--- config.mk ---
export PLATFORM = sky130hd
export DESIGN_NAME = layer_output_serializer
export DESIGN_NICKNAME = d
export VERILOG_FILES = /design/src/rtl/layer_output_serializer.sv
export SDC_FILE = /design/constraint.sdc
export NUM_CORES = 2
export LEC_CHECK = 0
export ABC_AREA = 1
export ABC_CLOCK_PERIOD_IN_PS = 3500
export CAP_MARGIN = 20
export CORE_ASPECT_RATIO = 0.75
export CORE_UTILIZATION = 58
export CTS_BUF_LIST = sky130_fd_sc_hd__clkbuf_8
export DETAILED_ROUTE_END_ITERATION = 12
export PLACE_DENSITY = 0.84
export REMOVE_ABC_BUFFERS = 1
export SLEW_MARGIN = 20
export SYNTH_ARGS = -nofsm -noshare
export SYNTH_HDL_FRONTEND = slang
export SYNTH_SLANG_ARGS = --single-unit
--- constraint.sdc ---
create_clock -name clk -period 3.5 [get_ports clk]
set_input_delay 0.7 -clock clk [delete_from_list [all_inputs] [get_ports clk]]
set_output_delay 0.7 -clock clk [all_outputs]
set_load 0.01 [all_outputs]
--- src/rtl/layer_output_serializer.sv ---
// Captures a layer's parallel neuron outputs and streams them one word per cycle,
// lowest neuron first, with a one-deep pending buffer for a vector that arrives mid-stream.
module layer_output_serializer #(
    parameter int numNeurons = 30,
    parameter int dataWidth  = 16
) (
    input  logic                            clk,
    input  logic                            rst,
    input  logic [numNeurons-1:0]           x_valid,
    input  logic [numNeurons*dataWidth-1:0] x_in,
    output logic [dataWidth-1:0]            data_out,
    output logic                            data_out_valid,
    output logic                            busy,
    output logic                            overflow,
    output logic                            valid_mismatch
);

    localparam int VW = numNeurons * dataWidth;
    localparam int CW = $clog2(numNeurons + 1);
    localparam logic [CW-1:0] LAST = CW'(numNeurons - 1);

    typedef enum logic {IDLE, SHIFT} state_t;

    state_t                state_q, state_d;
    logic [CW-1:0]         cnt_q, cnt_d;
    logic [VW-1:0]         active_q, active_d;
    logic [VW-1:0]         pend_q, pend_d;
    logic                  pendFull_q, pendFull_d;
    logic [dataWidth-1:0]  dataOut_q, dataOut_d;
    logic                  outValid_q, outValid_d;
    logic                  busy_q, busy_d;
    logic                  overflow_q, overflow_d;
    logic                  mismatch_q, mismatch_d;

    logic capture;
    logic lastWord;

    // Next-state logic; outputs are precomputed from the next state so that they
    // come straight out of registers with word 0 visible the cycle after capture.
    always_comb begin
        state_d    = state_q;
        cnt_d      = cnt_q;
        active_d   = active_q;
        pend_d     = pend_q;
        pendFull_d = pendFull_q;
        overflow_d = overflow_q;
        mismatch_d = mismatch_q | ((x_valid != '0) && (x_valid != '1));

        capture  = x_valid[0];
        lastWord = (state_q == SHIFT) && (cnt_q == LAST);

        case (state_q)
            IDLE: begin
                if (capture) begin
                    active_d = x_in;
                    cnt_d    = '0;
                    state_d  = SHIFT;
                end
            end
            SHIFT: begin
                if (lastWord) begin
                    // Pending vector has priority; a same-cycle capture backfills it.
                    if (pendFull_q) begin
                        active_d   = pend_q;
                        cnt_d      = '0;
                        pendFull_d = capture;
                        if (capture) begin
                            pend_d = x_in;
                        end
                    end else if (capture) begin
                        active_d = x_in;
                        cnt_d    = '0;
                    end else begin
                        state_d = IDLE;
                    end
                end else begin
                    cnt_d = cnt_q + CW'(1);
                    if (capture) begin
                        if (!pendFull_q) begin
                            pend_d     = x_in;
                            pendFull_d = 1'b1;
                        end else begin
                            overflow_d = 1'b1;
                        end
                    end
                end
            end
            default: state_d = IDLE;
        endcase

        outValid_d = (state_d == SHIFT);
        dataOut_d  = outValid_d ? active_d[int'(cnt_d)*dataWidth +: dataWidth] : '0;
        busy_d     = outValid_d | pendFull_d;
    end

    always_ff @(posedge clk) begin
        if (rst) begin
            state_q    <= IDLE;
            cnt_q      <= '0;
            active_q   <= '0;
            pend_q     <= '0;
            pendFull_q <= 1'b0;
            dataOut_q  <= '0;
            outValid_q <= 1'b0;
            busy_q     <= 1'b0;
            overflow_q <= 1'b0;
            mismatch_q <= 1'b0;
        end else begin
            state_q    <= state_d;
            cnt_q      <= cnt_d;
            active_q   <= active_d;
            pend_q     <= pend_d;
            pendFull_q <= pendFull_d;
            dataOut_q  <= dataOut_d;
            outValid_q <= outValid_d;
            busy_q     <= busy_d;
            overflow_q <= overflow_d;
            mismatch_q <= mismatch_d;
        end
    end

    assign data_out       = dataOut_q;
    assign data_out_valid = outValid_q;
    assign busy           = busy_q;
    assign overflow       = overflow_q;
    assign valid_mismatch = mismatch_q;

endmodule

; ---- After elaboration in Yosys (flattened, before gate mapping)
; Cells that the tools add are included.
[totals]
out_inout_bits = 20
register_bits = 986
inputBits = 512
word_cells = 49
[op_classes]
add_sub_neg = 1
muxes = 21
reduce_logical = 7
bitwise = 5
n_shift = 1
n_eq_ne = 5
[op_table]
columns = cell, count
row1 = 2-to-1 mux 480 bit, 8
row2 = one-hot mux 480 bit (2 select lines), 1
row3 = indexed part select 480 x 10 -> 16 bit, 1
row4 = "inequality test 30 bit, second input constant", 1
row5 = nonzero test 30 bit, 1
row6 = 2-to-1 mux 5 bit, 3
row7 = one-hot mux 5 bit (2 select lines), 1
row8 = 2-to-1 mux 1 bit, 7
row9 = "adder 5 x 1 -> 5 bit, second input constant", 1
row10 = "equality test 5 bit, second input constant", 1
row11 = AND reduction 5 bit, 1
row12 = "inequality test 2 bit, second input constant", 2
row13 = AND reduction 4 bit, 1
row14 = NOT 1 bit, 3
row15 = logical AND 1 bit, 2
row16 = "inequality test 2 x 1 -> 1 bit, second input constant", 1
row17 = bitwise OR 1 bit, 2
row18 = one-hot mux 1 bit (2 select lines), 1
row19 = nonzero test 2 bit, 1
row20 = OR reduction 2 bit, 1

; ---- Depth between registers and ports, before layout
[logic_depth]
word_depth = 6
mapped_depth = 19
mapped_depth_nobuf = 17

; ---- Worst setup path after synthesis
; Ideal clock, no wire load.
[synth_timing]
path_type = input to register
start = in x_valid[0]
end = reg dataOut_q[14], in the netlist data_out[14]
setup_time_ns = 0.112
t_arrival_ns = 2.116
t_required_ns = 3.388
cell_stages = 13
setup_slack_ns = 1.272
path_buffers = 4
path_cell_list = buf_2 buf_2 buf_2 clkbuf_1 o21ai_0 o211ai_1 nand2_1 nand3_1 nand2_1 nand2_1 nand2_1 nor2_1 nor2_1
[synth_via]
elab_chain_len = 6
elab_cells_between_ends = 15
classes_between = shift (1) / mux (12) / bitwise (1) / reduce/logical (1)
[synth_rtl]
columns = item, line
row1 = start: declaration, 9  ; input logic [numNeurons-1:0] x_valid,
row2 = branches (longest 6 deep; another with 2-to-1 mux 480 bit), --
row3 = end signal: assignment, 114  ; dataOut_q <= dataOut_d;
row4 = end: declaration, 29  ; logic [dataWidth-1:0] dataOut_q, dataOut_d;
; Several ways; the timed one is not identified.
; A chain may end at the register's enable or synchronous reset.

; ---- Final worst setup path
[layout_timing]
start = reg cnt_q[1]
end = reg dataOut_q[15], in the netlist data_out[15]
[layout_via]
elab_chain_len = 6
elab_cells_between_ends = 14
classes_between = add/sub (1) / eq/ne (1) / shift (1) / mux (8) / bitwise (1) / reduce/logical (2)
[layout_rtl]
columns = item, line
row1 = start: declaration, 25  ; logic [CW-1:0] cnt_q, cnt_d;
row2 = start signal: assignment, 110  ; cnt_q <= cnt_d;
row3 = branches (longest 6 deep; another with adder 5 x 1 -> 5 bit), --
; Several ways; the timed one is not identified.

==> results.md <==
- Outcome: finished, final reports clean
- CORE AREA: 0.0862 mm²
- Period Utilization, post-route: 0.971
- Max_cap viols: 0
- H-tree depth: 4
- GRT met1 Usage: 0.533
- Total GRT Usage: 0.407
- Post-synth cell types: 30
- Synthesis-to-finish area growth: 18.4%
- First-pass GRT wire length: 288 mm
- Unrepaired setup endpoints after global routing: false
- Final Power: 0.0276 W
- Smallest hold slack: about 0.25 ns
- Std cell rows: 93
- Least-Margin Pin Slew: a little under 0.9 ns
- CTS tree: built
- Avg Cell Area, Syn: slightly above 6 µm²
- Final Hold Fails: 0
- Placed Cells: between 9000 and 10000
- CTS max path bufs: 3
- Sw Pwr: between 0.008 and 0.009 W
- DRT Pass-1 Iters: 8
- Sequential share of the synthesized area: 0.389
- Clock-pin slew on the worst setup and hold paths: 0.07 ns
- Vias/cell: 5.90
- Initial antenna violation count: 9
- # setup viols final: 0
- Post-Synth Adder-Cell Area: 0.000493
- Syn Std Cell Area: 0.0507 mm²
- Worst reg2reg path depth: 16
- DRC errors left: 0
- Number of top-level pins: 532
- RePlAce Congestion: between 0.9 and 1
- Min-Delay Path Class: primary input to flip-flop
- Gate power share: 0.190
- P per Cell Area: between 400 and 500 mW/mm²
- Final ANT Viol Nets: 0
- Largest net degree at the start of global routing: 141
- Synth Register Bits: 986
- Worst Path Arrival: 4.12 ns
- Fraction of layout cells with a size suffix above 1: 0.0521
- Internal: 0.0190 W
- CTS Buf Count: 155
- Die Y: 258 µm
- Hold Crit Depth: 2
- Setup Fix Bufs, Post-CTS: 0
- Placement Cell Area: 0.0570 mm²
- Register cell area after layout: just under 0.02 mm²
- Die Area: a little under 0.09 mm²
- Top Usage Layer GRT: met2
- YS warnings: 0
- Commonest non-fill, non-tap cell in the layout: nand2_1
- Clock power frac: 0.362
- Required time of the critical path: ~4.2 ns
- CP endpoint kind: flip-flop
- Multi-input logic area: 0.0264 mm²
- Root buffer cell: clkbuf_8
- Worst IR Drop VDD: about 330 µV
- Final Cell Area: 0.0601 mm²
- Switching portion of total power: 0.309
- Most frequent cells in the layout: 2966 x nand2_1, 984 x dfxtp_1, 885 x nand3_1
- Drt wl/cell: around 19 µm
- Largest family of logic cells by synthesized area: simple AND/OR/NAND/NOR gates
- F_max: 0.294 GHz
- Vias in the first global route: 53100
- Met2 GRT Util: 0.602
- Final max-slew violation count: 0
- Worst setup SP type: flip-flop
- Sequential cell fraction of total power: 0.448
- Routed wire length: 187 mm
- Mux cell area share after synthesis: 0
- Synth Area in XOR/XNOR: 0.000173
- Worst path bufs/invs: 3
- Final Critical Period: 3.40 ns
- Initial core utilization: 0.588
- Kind of critical path: flip-flop to flip-flop
- Clock Sink Count: 986
- Vias: 57400
- CP delay by family, top: simple AND/OR/NAND/NOR gates
- Grt ovf: 0
- Final core occ: 0.697
- DR iter-0 viols: ~7800
- Post-synthesis compound-gate area fraction: 0.135
- CP dominant cell by count: nand3_1
- Worst path depth: 16
- Final #Nets: roughly 9000
- Crit-path max cell delay: between 0.3 and 0.4 ns
- Slew headroom: 0.424
- PortBufs: 531
- Fill cell count: 7348
- Leakage power: 26.2 nW
- CP max stage cell: dfxtp_1
- M3 GR Usage: 0.0994
- Chip Width: roughly 340 µm
- Synth Instances: approximately 8000
- Hold_buf cts: 0
- Non-Filler Instances: 9742
- Crit path max fanout: 47
- Synth Area in Simple Gates: 0.383
- HPWL after DPL: 118 mm
- Cell Chain, Critical Path: inv_1 -> ha_1 -> nand2_1 -> inv_1 -> nand2_4 -> nand2_2 -> nand3_1 -> nand2_8 -> buf_12 -> nand3_1 -> nand3_1 -> nand3_1 -> nand3_1 -> nand2_1 -> nor2_1 -> nor2_1
- Clk_lat worst skew: 0.85 ns
- Final clock skew: 0.0360 ns
## cell type report
cell class / instances / area share
clock buffer: 194 / 0.0445
antenna: 6 / 0.000250
multi-input combinational: 6120 / 0.439
clock inverter: 72 / 0.00687
sequential: 986 / 0.329
inverter: 528 / 0.0336
tap: 1140 / 0.0237
timing repair buffer: 696 / 0.123
## power by group through the flow
stage	clock network [W]	logic, W	registers (W)
6_report	0.00998	0.00525	0.0124
5_1_grt	0.0105	0.00568	0.0124
4_1_cts	0.00996	0.00510	0.0123
3_5_place_dp	0	0.00507	0.0126
3_3_place_gp	0	0.00496	0.0125
2_1_floorplan	0	0.00291	0.0125
## routing by layer
layer | vias up | wire length, µm
li1 | 26800 | -
met5 | - | 22
met3 | 699 | 24500
met4 | 4 | 11800
met2 | 3772 | 79000
met1 | 26100 | 71300
## sequential cells by signal (all words and copies together) (netlist names)
| signal | count |
|---|---|
| data_out_valid | 1 |
| cnt_q | 5 |
| overflow | 1 |
| active_q | 480 |
| data_out | 16 |
| busy | 1 |
| pend_q | 480 |
| valid_mismatch | 1 |
| pendFull_q | 1 |
## kinds of logic (layout without fill, tap and decap cells)
group / count (synthesis) / in the layout
AND/OR/NAND/NOR: 4808 / 4808
XOR/XNOR: 1 / 1
other: 0 / 6
adder cells (fa/ha/maj): 2 / 2
flip-flops: 986 / 986
buffers and inverters: 1132 / 1490
AO/OA/AOI/OAI: 1309 / 1309
## path summary, 6_finish.rpt
path	from	endpoint	slack (ns)
setup reg to reg	cnt_q[1]$_SDFF_PP0_	data_out[15]$_SDFF_PP0_	0.10
setup / recovery	cnt_q[1]$_SDFF_PP0_	data_out[15]$_SDFF_PP0_	0.10
hold reg to reg	pend_q[183]$_SDFFE_PP0P_	pend_q[183]$_SDFFE_PP0P_	0.45
hold / removal	rst	active_q[266]$_SDFF_PP0_	0.25
## through the flow
stage | setup slack, ns | TNS [ns]
6_report | 0.103 | 0
5_1_grt | 0.0356 | 0
4_1_cts | 0.201 | 0
3_5_place_dp | 0.182 | 0
3_3_place_gp | 0.214 | 0
2_1_floorplan | -16.65 | -8638.58
## synthesized netlist by cell type (all sizes together)
master	instances	area (µm²)
nor3	1	5.00
a21oi	514	2570
clkbuf	281	1050
nand2	2975	11200
nor4	9	56.3
a31oi	110	688
or2	25	156
clkinv	2	7.51
nand4	43	269
o21a	1	7.51
dfxtp	986	19700
o211ai	56	420
nor2	867	3290
nand3	887	4440
ha	2	25.0
o21ai	628	3140
and3	1	6.26
inv	526	1980
xor2	1	8.76
buf	323	1670
## worst reg2reg max path, cell delays in order (launching register included)
cell and delay (ns):
dfxtp_1 0.35, inv_1 0.07, ha_1 0.13, nand2_1 0.14, inv_1 0.14, nand2_4 0.16
nand2_2 0.19, nand3_1 0.20, nand2_8 0.34, buf_12 0.33, nand3_1 0.15, nand3_1 0.09
nand3_1 0.07, nand3_1 0.34, nand2_1 0.25, nor2_1 0.28, nor2_1 0.08
## repair_timing
action / CTS / global route
setup endpoints to repair: 0 / 1
hold endpoints to repair: 0 / 0
resized for setup: 0 / 1
Note: power is estimated with default switching activity, not from simulation.
